### config.mk
export PLATFORM = sky130hd
export DESIGN_NAME = efuse_seq_ctrl
export DESIGN_NICKNAME = d
export VERILOG_FILES = /design/src/rtl/efuse_seq_ctrl.sv
export SDC_FILE = /design/constraint.sdc
export NUM_CORES = 1
export LEC_CHECK = 0
export CORE_UTILIZATION = 40
export CTS_CLUSTER_DIAMETER = 60
export CTS_CLUSTER_SIZE = 20
export DETAILED_ROUTE_END_ITERATION = 10
export GPL_TIMING_DRIVEN = 0
export PLACE_DENSITY = 0.72
export SYNTH_ARGS = -nofsm -noshare
export SYNTH_HDL_FRONTEND = slang
export SYNTH_SLANG_ARGS = --single-unit
### constraint.sdc
create_clock -name i_clk -period 5.55 [get_ports i_clk]
set_input_delay 0.555 -clock i_clk [delete_from_list [all_inputs] [get_ports i_clk]]
set_output_delay 0.555 -clock i_clk [all_outputs]
set_load 0.01 [all_outputs]
### src/rtl/efuse_seq_ctrl.sv
// eFuse macro sequencer: read and program cycles with PSM power-up/down and a valid/ready request/response handshake.
// Fuse programming is compiled in only when EFUSE_SEQ_CTRL_PROG_EN is defined.
module efuse_seq_ctrl #(
  parameter int EFUSE_ADDR_W   = 14,
  parameter int EFUSE_NUM_ADDR = 10240,
  parameter int SETUP_CYC      = 2,
  parameter int RD_STROBE_CYC  = 4,
  parameter int PG_STROBE_CYC  = 200,
  parameter int HOLD_CYC       = 2,
  parameter int PSM_SETTLE_CYC = 16
) (
  input  logic                    i_clk,
  input  logic                    i_rst_n,
  input  logic                    i_req_valid,
  output logic                    o_req_ready,
  input  logic                    i_req_prog,
  input  logic [EFUSE_ADDR_W-1:0] i_req_addr,
  output logic                    o_rsp_valid,
  input  logic                    i_rsp_ready,
  output logic [39:0]             o_rsp_data,
  output logic                    o_rsp_err,
  output logic                    o_busy,
  output logic                    o_efuse_csb,
  output logic                    o_efuse_strobe,
  output logic                    o_efuse_load,
  output logic                    o_efuse_pgenb,
  output logic                    o_efuse_psm,
  output logic [EFUSE_ADDR_W-1:0] o_efuse_a,
  output logic                    o_efuse_te,
  output logic [2:0]              o_efuse_ts,
  output logic [1:0]              o_efuse_pmr,
  output logic                    o_efuse_vddrdy,
  input  logic [39:0]             i_efuse_q,
  input  logic [1:0]              i_efuse_qt
);

  // state   | meaning
  // IDLE    | waiting for a request, o_req_ready=1
  // PSM_ON  | program supply ramp before the macro is selected
  // SETUP   | csb low, address and mode settled before strobe
  // STROBE  | strobe high (read sense or program pulse)
  // HOLD    | strobe low, csb still low
  // PSM_OFF | program supply ramp-down, macro deselected
  // RSP     | response presented until accepted
  typedef enum logic [2:0] {
    IDLE, PSM_ON, SETUP, STROBE, HOLD, PSM_OFF, RSP
  } state_t;

  localparam logic [31:0] NUM_ADDR = 32'(EFUSE_NUM_ADDR);

  state_t                  state, state_nx;
  logic [15:0]             cnt, cnt_load, strobe_len;
  logic [EFUSE_ADDR_W-1:0] addr_q;
  logic                    accept, addr_bad, req_err, last_rd_strobe;
  logic                    csb_nx, strobe_nx, load_nx, pgenb_nx, psm_nx, rsp_valid_nx;
  logic [EFUSE_ADDR_W-1:0] a_nx;
  logic                    unused_qt;

  assign unused_qt      = ^i_efuse_qt;
  assign o_efuse_te     = 1'b0;
  assign o_efuse_ts     = 3'b000;
  assign o_efuse_pmr    = 2'b00;
  assign o_efuse_vddrdy = 1'b0;

  assign o_req_ready = (state == IDLE);
  assign o_busy      = (state != IDLE);
  assign accept      = i_req_valid && (state == IDLE);
  assign addr_bad    = 32'(i_req_addr) >= NUM_ADDR;

`ifdef EFUSE_SEQ_CTRL_PROG_EN
  logic prog_q;
  assign req_err        = addr_bad;
  assign strobe_len     = prog_q ? 16'(PG_STROBE_CYC - 1) : 16'(RD_STROBE_CYC - 1);
  assign last_rd_strobe = (state == STROBE) && (cnt == '0) && !prog_q;
`else
  // without programming support any program request is rejected up front
  assign req_err        = addr_bad || i_req_prog;
  assign strobe_len     = 16'(RD_STROBE_CYC - 1);
  assign last_rd_strobe = (state == STROBE) && (cnt == '0);
`endif

  always_ff @(posedge i_clk or negedge i_rst_n) begin
    if (!i_rst_n) begin
      state <= IDLE;
      cnt   <= '0;
    end else begin
      state <= state_nx;
      if (state_nx != state) begin
        cnt <= cnt_load;
      end else if (cnt != '0) begin
        cnt <= cnt - 16'd1;
      end
    end
  end

  always_comb begin
    state_nx = state;
    case (state)
      IDLE: begin
        if (accept) begin
          if (req_err) state_nx = RSP;
`ifdef EFUSE_SEQ_CTRL_PROG_EN
          else if (i_req_prog) state_nx = PSM_ON;
`endif
          else state_nx = SETUP;
        end
      end
`ifdef EFUSE_SEQ_CTRL_PROG_EN
      PSM_ON:  if (cnt == '0) state_nx = SETUP;
      PSM_OFF: if (cnt == '0) state_nx = RSP;
      HOLD:    if (cnt == '0) state_nx = prog_q ? PSM_OFF : RSP;
`else
      HOLD:    if (cnt == '0) state_nx = RSP;
`endif
      SETUP:   if (cnt == '0) state_nx = STROBE;
      STROBE:  if (cnt == '0) state_nx = HOLD;
      RSP:     if (o_rsp_valid && i_rsp_ready) state_nx = IDLE;
      default: state_nx = IDLE;
    endcase
  end

  always_comb begin
    cnt_load = '0;
    case (state_nx)
`ifdef EFUSE_SEQ_CTRL_PROG_EN
      PSM_ON, PSM_OFF: cnt_load = 16'(PSM_SETTLE_CYC - 1);
`endif
      SETUP:   cnt_load = 16'(SETUP_CYC - 1);
      STROBE:  cnt_load = strobe_len;
      HOLD:    cnt_load = 16'(HOLD_CYC - 1);
      default: cnt_load = '0;
    endcase
  end

  // Macro pins are registered decodes of the current state, so every pin
  // changes on the same edge and none can glitch.
  always_comb begin
    csb_nx       = !((state == SETUP) || (state == STROBE) || (state == HOLD));
    strobe_nx    = (state == STROBE);
    a_nx         = csb_nx ? '0 : addr_q;
    load_nx      = 1'b1;
    pgenb_nx     = 1'b1;
    psm_nx       = 1'b0;
    rsp_valid_nx = (state == RSP) && !(o_rsp_valid && i_rsp_ready);
`ifdef EFUSE_SEQ_CTRL_PROG_EN
    if (prog_q) begin
      psm_nx   = (state == PSM_ON) || !csb_nx;
      load_nx  = csb_nx;
      pgenb_nx = csb_nx;
    end
`endif
  end

  always_ff @(posedge i_clk or negedge i_rst_n) begin
    if (!i_rst_n) begin
      o_efuse_csb    <= 1'b1;
      o_efuse_strobe <= 1'b0;
      o_efuse_load   <= 1'b1;
      o_efuse_pgenb  <= 1'b1;
      o_efuse_psm    <= 1'b0;
      o_efuse_a      <= '0;
      o_rsp_valid    <= 1'b0;
    end else begin
      o_efuse_csb    <= csb_nx;
      o_efuse_strobe <= strobe_nx;
      o_efuse_load   <= load_nx;
      o_efuse_pgenb  <= pgenb_nx;
      o_efuse_psm    <= psm_nx;
      o_efuse_a      <= a_nx;
      o_rsp_valid    <= rsp_valid_nx;
    end
  end

  always_ff @(posedge i_clk or negedge i_rst_n) begin
    if (!i_rst_n) begin
      addr_q     <= '0;
      o_rsp_data <= '0;
      o_rsp_err  <= 1'b0;
    end else if (accept) begin
      addr_q     <= i_req_addr;
      o_rsp_data <= '0;
      o_rsp_err  <= req_err;
    end else if (last_rd_strobe) begin
      o_rsp_data <= i_efuse_q;
    end
  end

`ifdef EFUSE_SEQ_CTRL_PROG_EN
  always_ff @(posedge i_clk or negedge i_rst_n) begin
    if (!i_rst_n) begin
      prog_q <= 1'b0;
    end else if (accept) begin
      prog_q <= i_req_prog;
    end
  end
`endif

endmodule

# ---- Word level (Yosys, flattened, before mapping)
# Index checks and enable logic that the tools add are counted.
# W data, S select, Z words.
dict set report classes {
  muxes 13
  order_cmp 1
  reduce_logical 16
  eq_ne 8
  add_sub_neg 1
}
# operator n
set op_table {}
lappend op_table {{$mux W40} 2}
lappend op_table {{$mux W16} 2}
lappend op_table {{$mux W3} 6}
lappend op_table {{$logic_not A16 Y1} 1}
lappend op_table {{$reduce_bool A16 Y1} 1}
lappend op_table {{$sub A16 B1 Y16 const B} 1}
lappend op_table {{$pmux W3 S5} 1}
lappend op_table {{$ge A14 B14 Y1 const B} 1}
lappend op_table {{$mux W14} 1}
lappend op_table {{$eq A3 B2 Y1 const B} 4}
lappend op_table {{$eq A3 B3 Y1 const B} 3}
lappend op_table {{$logic_and A1 B1 Y1} 4}
lappend op_table {{$pmux W2 S2} 1}
lappend op_table {{$reduce_bool A2 Y1} 2}
lappend op_table {{$logic_not A3 Y1} 1}
lappend op_table {{$logic_or A1 B1 Y1} 3}
lappend op_table {{$ne A3 B3 Y1} 1}
lappend op_table {{$reduce_bool A3 Y1} 1}
lappend op_table {{$logic_not A1 Y1} 2}
lappend op_table {{$reduce_or A2 Y1} 1}
dict set report totals {
  out_inout_bits 70
  ff_bits 91
  wordCells 48
}

# ---- Depth between registers and ports, before layout
dict set report logic_depth {
  ltp_word 9
  depth_mapped 9
  depth_no_buf 7
}

# ---- Worst setup path before layout
# Ideal clock, no wire load.
dict set report synth_timing {
  path_type {register to register}
  from {reg cnt[0]}
  to {reg cnt[0]}
  synth_period_minus_slack_ns 1.873
  path_stages_with_launch 9
  arrival_ns 1.746
  setup_time_ns 0.126
  setup_slack_ns 3.677
  t_required_ns 5.424
  path_cell_list {dfrtp_1 inv_1 ha_1 nor3b_1 and4_4 buf_2 xnor2_1 nor2_1 a311o_1}
}
dict set report synth_between {
  elab_chain_cells 7
  elab_cells_between_ends 16
}
# item line
set synth_lines {}
lappend synth_lines {{start: declaration} 52} ;# logic [15:0] cnt, cnt_load, strobe_len;
lappend synth_lines {{start signal: assignment} 89} ;# cnt <= cnt_load;
lappend synth_lines {{start signal: assignment} 91} ;# cnt <= cnt - 16'd1;
lappend synth_lines {{$logic_not A16 Y1} {113, 115, 116}}
lappend synth_lines {{$mux W3, on equally long branches} {116, 113, 115}}
lappend synth_lines {{$pmux W3 S5} 98} ;# case (state)
lappend synth_lines {{$eq A3 B3 Y1 / $eq A3 B2 Y1 (equally long branches)} 124} ;# case (state_nx)
lappend synth_lines {{$reduce_or A2 Y1 (no source line)} -}
lappend synth_lines {{$pmux W2 S2} 124}
lappend synth_lines {{$mux W16} 88} ;# if (state_nx != state) begin
# Several ways; a longest one is shown, not always the timed one. The select of a mux whose other input is x is not followed.
# A chain may end at the register's enable or synchronous reset.

# ---- Worst setup path after layout
dict set report layout_timing {
  from {reg state[0]}
  to {out o_req_ready}
}
dict set report layout_between {
  elab_chain_cells 1
}
# item line
set layout_lines {}
lappend layout_lines {{start: declaration} 51} ;# state_t state, state_nx;
lappend layout_lines {{start signal: assignment} 87} ;# state <= state_nx;
lappend layout_lines {{$logic_not A3 Y1} 65} ;# assign o_req_ready = (state == IDLE);
lappend layout_lines {{end: declaration} 15} ;# output logic o_req_ready,
# No other way between the ends.

==> run_results.csv <==
group,metric,value,unit
synth,netlist_area,3860,µm²
sta,min_period,2.45,ns
synth,yosysSeqAreaShare,59.1,%
die,initial_core_util,41.5,%
sta,finalHoldViolations,0,
synth,synth_edf_count,0,
synth,yosysTopAreaCellShare,58.4,%
sta,setup-tns-final,0,ns
clocking,post_cts_resized,0,
clocking,cts_hold_buffers,0,
route,vias,3010,
clocking,clk_pin_slew_worst_paths,0.09,ns
sta,timing.final.crit_share,44.2,%
sta,setup_violations,0,
min_path,hold_path.class,"primary input to asynchronous set/reset pin",
flow_run,maxCapViolCount,0,
setup_path,crit_path_end_kind,"output pin",
setup_path,r2r_cells,8,
setup_path,max_stage_delay,0.53,ns
route,routed_wl,8470,µm
synth,synth_common_cells,"dfrtp_1 (90), nand2_1 (89), o21ai_0 (44)",
pwr,p_leak,2.36,nW
clocking,cts_tree,"built",
setup_path,worstPathRequired,4.99,ns
sta,slew_headroom,63.0,%
synth,syn-instance-count,371,
setup_path,crit_path_cell_trace,"buf_2 > or3_1 > inv_1 > clkdlybuf4s50_1",
setup_path,rr_startpoint,"cnt[0]$_DFFE_PN0P_",
clocking,numCtsBuffers,9,
setup_path,path_class,"flip-flop to output pin",
die,io_pins,131,
die,core-area,9280,µm²
grt,antenna_found_initial,0,
route,wire_per_inst,13.2,µm
synth,synthFlopType,"dfrtp_1",
grt,grt-ovfl-total,0,
clocking,numClockSinks,91,
setup_path,cp_max_fo,10,
grt,grt_pass1_wl,13900,µm
die,die_height,100,µm
sta,max_clock_freq,407,MHz
setup_path,crit_arrival,1.90,ns
synth,ys_top_cells_by_area,"dfrtp_1 (58%), nand2_1 (8.7%), o21ai_0 (5.7%), mux2_2 (4.4%), xnor2_1 (2.5%)",
pwr,p_sw,0.255,mW
die,die-width,100,µm
cells_and_area,instances_no_fill,643,
clocking,cts_setup_buffers,0,
place,portBuffers,118,
run_status,status,"completed",
pwr,p_int,0.881,mW
clocking,clk_path_buf_depth,2,
synth,synth_top_area_cell,"dfrtp_1",
synth,synth-seq-cells,91,
place,placed_cells,627,
clocking,clockRootBuffer,"clkbuf_8",
setup_path,critical_path_buf_inv_count,3,
sta,fin_skew,0.00967,ns
pwr,swShare,22.5,%
synth,yosys.cell_count.top_type,"dfrtp_1",
synth,synth_cell_types,42,
grt,grt_max_degree,69,
clocking,htreeDepth,3,
sta,slew_violations,0,
pwr,ir_drop,115,µV
pwr,power.density,209,nW/µm²
grt,first_global_vias,3022,
die,rows,35,
die,die_area,10000,µm²
route,detail-route-antenna-nets,0,
cells_and_area,layout-drive-gt1-share,13.0,%
pwr,combPwrFrac,5.8,%
cells_and_area,num_antenna_cells,0,
place,pre_cts_slack,3.32,ns
clocking,insertion_delay,0.36,ns
synth,avgSynthCellArea,10.4,µm²
cells_and_area,syn_to_final_growth,40.9,%
route,drtIter0Drc,93,
grt,grtUsageTotal,17.8,%
cells_and_area,final_util,58.5,%
synth,yosysWarnings,0,
setup_path,r2r_slack,3.42,ns
setup_path,start_kind,"flip-flop",
synth,async_flop_share,100,%
route,vias_per_cell,4.68,
cells_and_area,final_nets,571,
sta,worst_slack,3.10,ns
pwr,clockPowerShare,35.9,%
sta,whs,0.0970,ns
pwr,pwr-share-seq,58.3,%
sta,tightest_slew,0.554,ns
setup_path,timing.rr.end,"cnt[0]$_DFFE_PN0P_",
setup_path,cp_slowest_cell,"clkdlybuf4s50_1",
setup_path,cp_top_family,"buffers and inverters",
place,dp_hpwl,6120,µm
place,gp_congestion,0.805,
sta,grt_setup_unrepaired,"false",
route,firstDrtPassIters,5,
route,drcViolationCount,0,
[worst max path at each step]
stage | startpoint | endpoint | slack [ns] | depth (start not counted)
after CTS | state[0]$_DFF_PN0_ | o_req_ready | 3.08 | 4
after global placement | i_rst_n | o_rsp_data[24]$_DFFE_PN0P_ | 0.58 | 1
after detailed placement | i_req_valid | o_rsp_data[32]$_DFFE_PN0P_ | 3.32 | 6
after floorplan | cnt[0]$_DFFE_PN0P_ | cnt[0]$_DFFE_PN0P_ | 3.68 | 8
after global routing | state[0]$_DFF_PN0_ | o_req_ready | 3.01 | 4
final | state[0]$_DFF_PN0_ | o_req_ready | 3.10 | 4
[through the flow]
step / total power, mW / cell area (µm²)
after floorplan: 0.685 / 3890
after global placement: 0.740 / 5230
after detailed placement: 0.743 / 5250
after CTS: 1.15 / 5430
after global routing: 1.19 / 5430
final: 1.14 / 5430
[power groups by stage]
stage          Clock, mW  Combinational, mW  Sequential (mW)
6_report           0.408             0.0660            0.662
5_1_grt            0.450             0.0720            0.663
3_5_place_dp           0             0.0670            0.676
2_1_floorplan          0            0.00941            0.676
3_3_place_gp           0             0.0647            0.676
4_1_cts            0.423             0.0673            0.662
[registers in the layout, indices dropped and copies added (netlist names)]
name / count
state: 3
o_efuse_strobe: 1
addr_q: 14
o_efuse_csb: 1
o_rsp_data: 40
o_rsp_err: 1
cnt: 16
o_rsp_valid: 1
o_efuse_a: 14
[layer usage]
metal / global-route usage, % / vias up / part of all wire [%]
li1: - / 1486 / -
met1: 22.2 / 1422 / 44
met2: 30.0 / 91 / 49
met3: 3.83 / 11 / 5.3
met4: 7.47 / 0 / 1.6
met5: 0 / - / 0
[cells by family after synthesis]
logic type | share of synthesized area, %
simple gates | 19.0
fa+ha+maj | 0.324
mux | 4.38
buf+inv | 4.96
other cells | 0.195
compound gates | 9.54
flops | 59.1
xor+xnor | 2.50
[layout by cell type, fill, tap and decap left out, drive strengths merged, types with 2 or more instances in the layout]
cell           Yosys  layout
or3                4       4
nor2              20      20
nor3b              2       2
nor2b             15      15
nor4               5       5
buf               21      23
xnor2             11      11
o21ai             44      44
a21oi              8       8
clkinvlp           0       4
conb               2      10
mux2              15      15
nand3              3       3
nor3               4       4
inv                4       5
a2111oi            2       2
clkdlybuf4s50      0     117
and2               3       3
clkbuf            10      21
a211oi             2       2
dfrtp             90      90
nand2             89      89
[layout make-up]
| class | instances | area, µm² |
|---|---|---|
| buffer | 31 | 176 |
| tap | 129 | 161 |
| clock inverter | 5 | 38.8 |
| sequential | 91 | 2280 |
| multi-input combinational | 253 | 1420 |
| fill | 825 | 3850 |
| inverter | 4 | 15.0 |
| timing repair buffer | 119 | 1210 |
| clock buffer | 11 | 141 |
[worst register-to-register path: stages, from the launching register on]
cell and delay [ns]:
dfrtp_1 0.40, inv_1 0.09, ha_1 0.29, nor3b_1 0.23, and4_4 0.27, buf_2 0.24
xnor2_1 0.15, nor2_1 0.05, a311o_1 0.30
No activity file was read; power rests on OpenSTA's default activity.
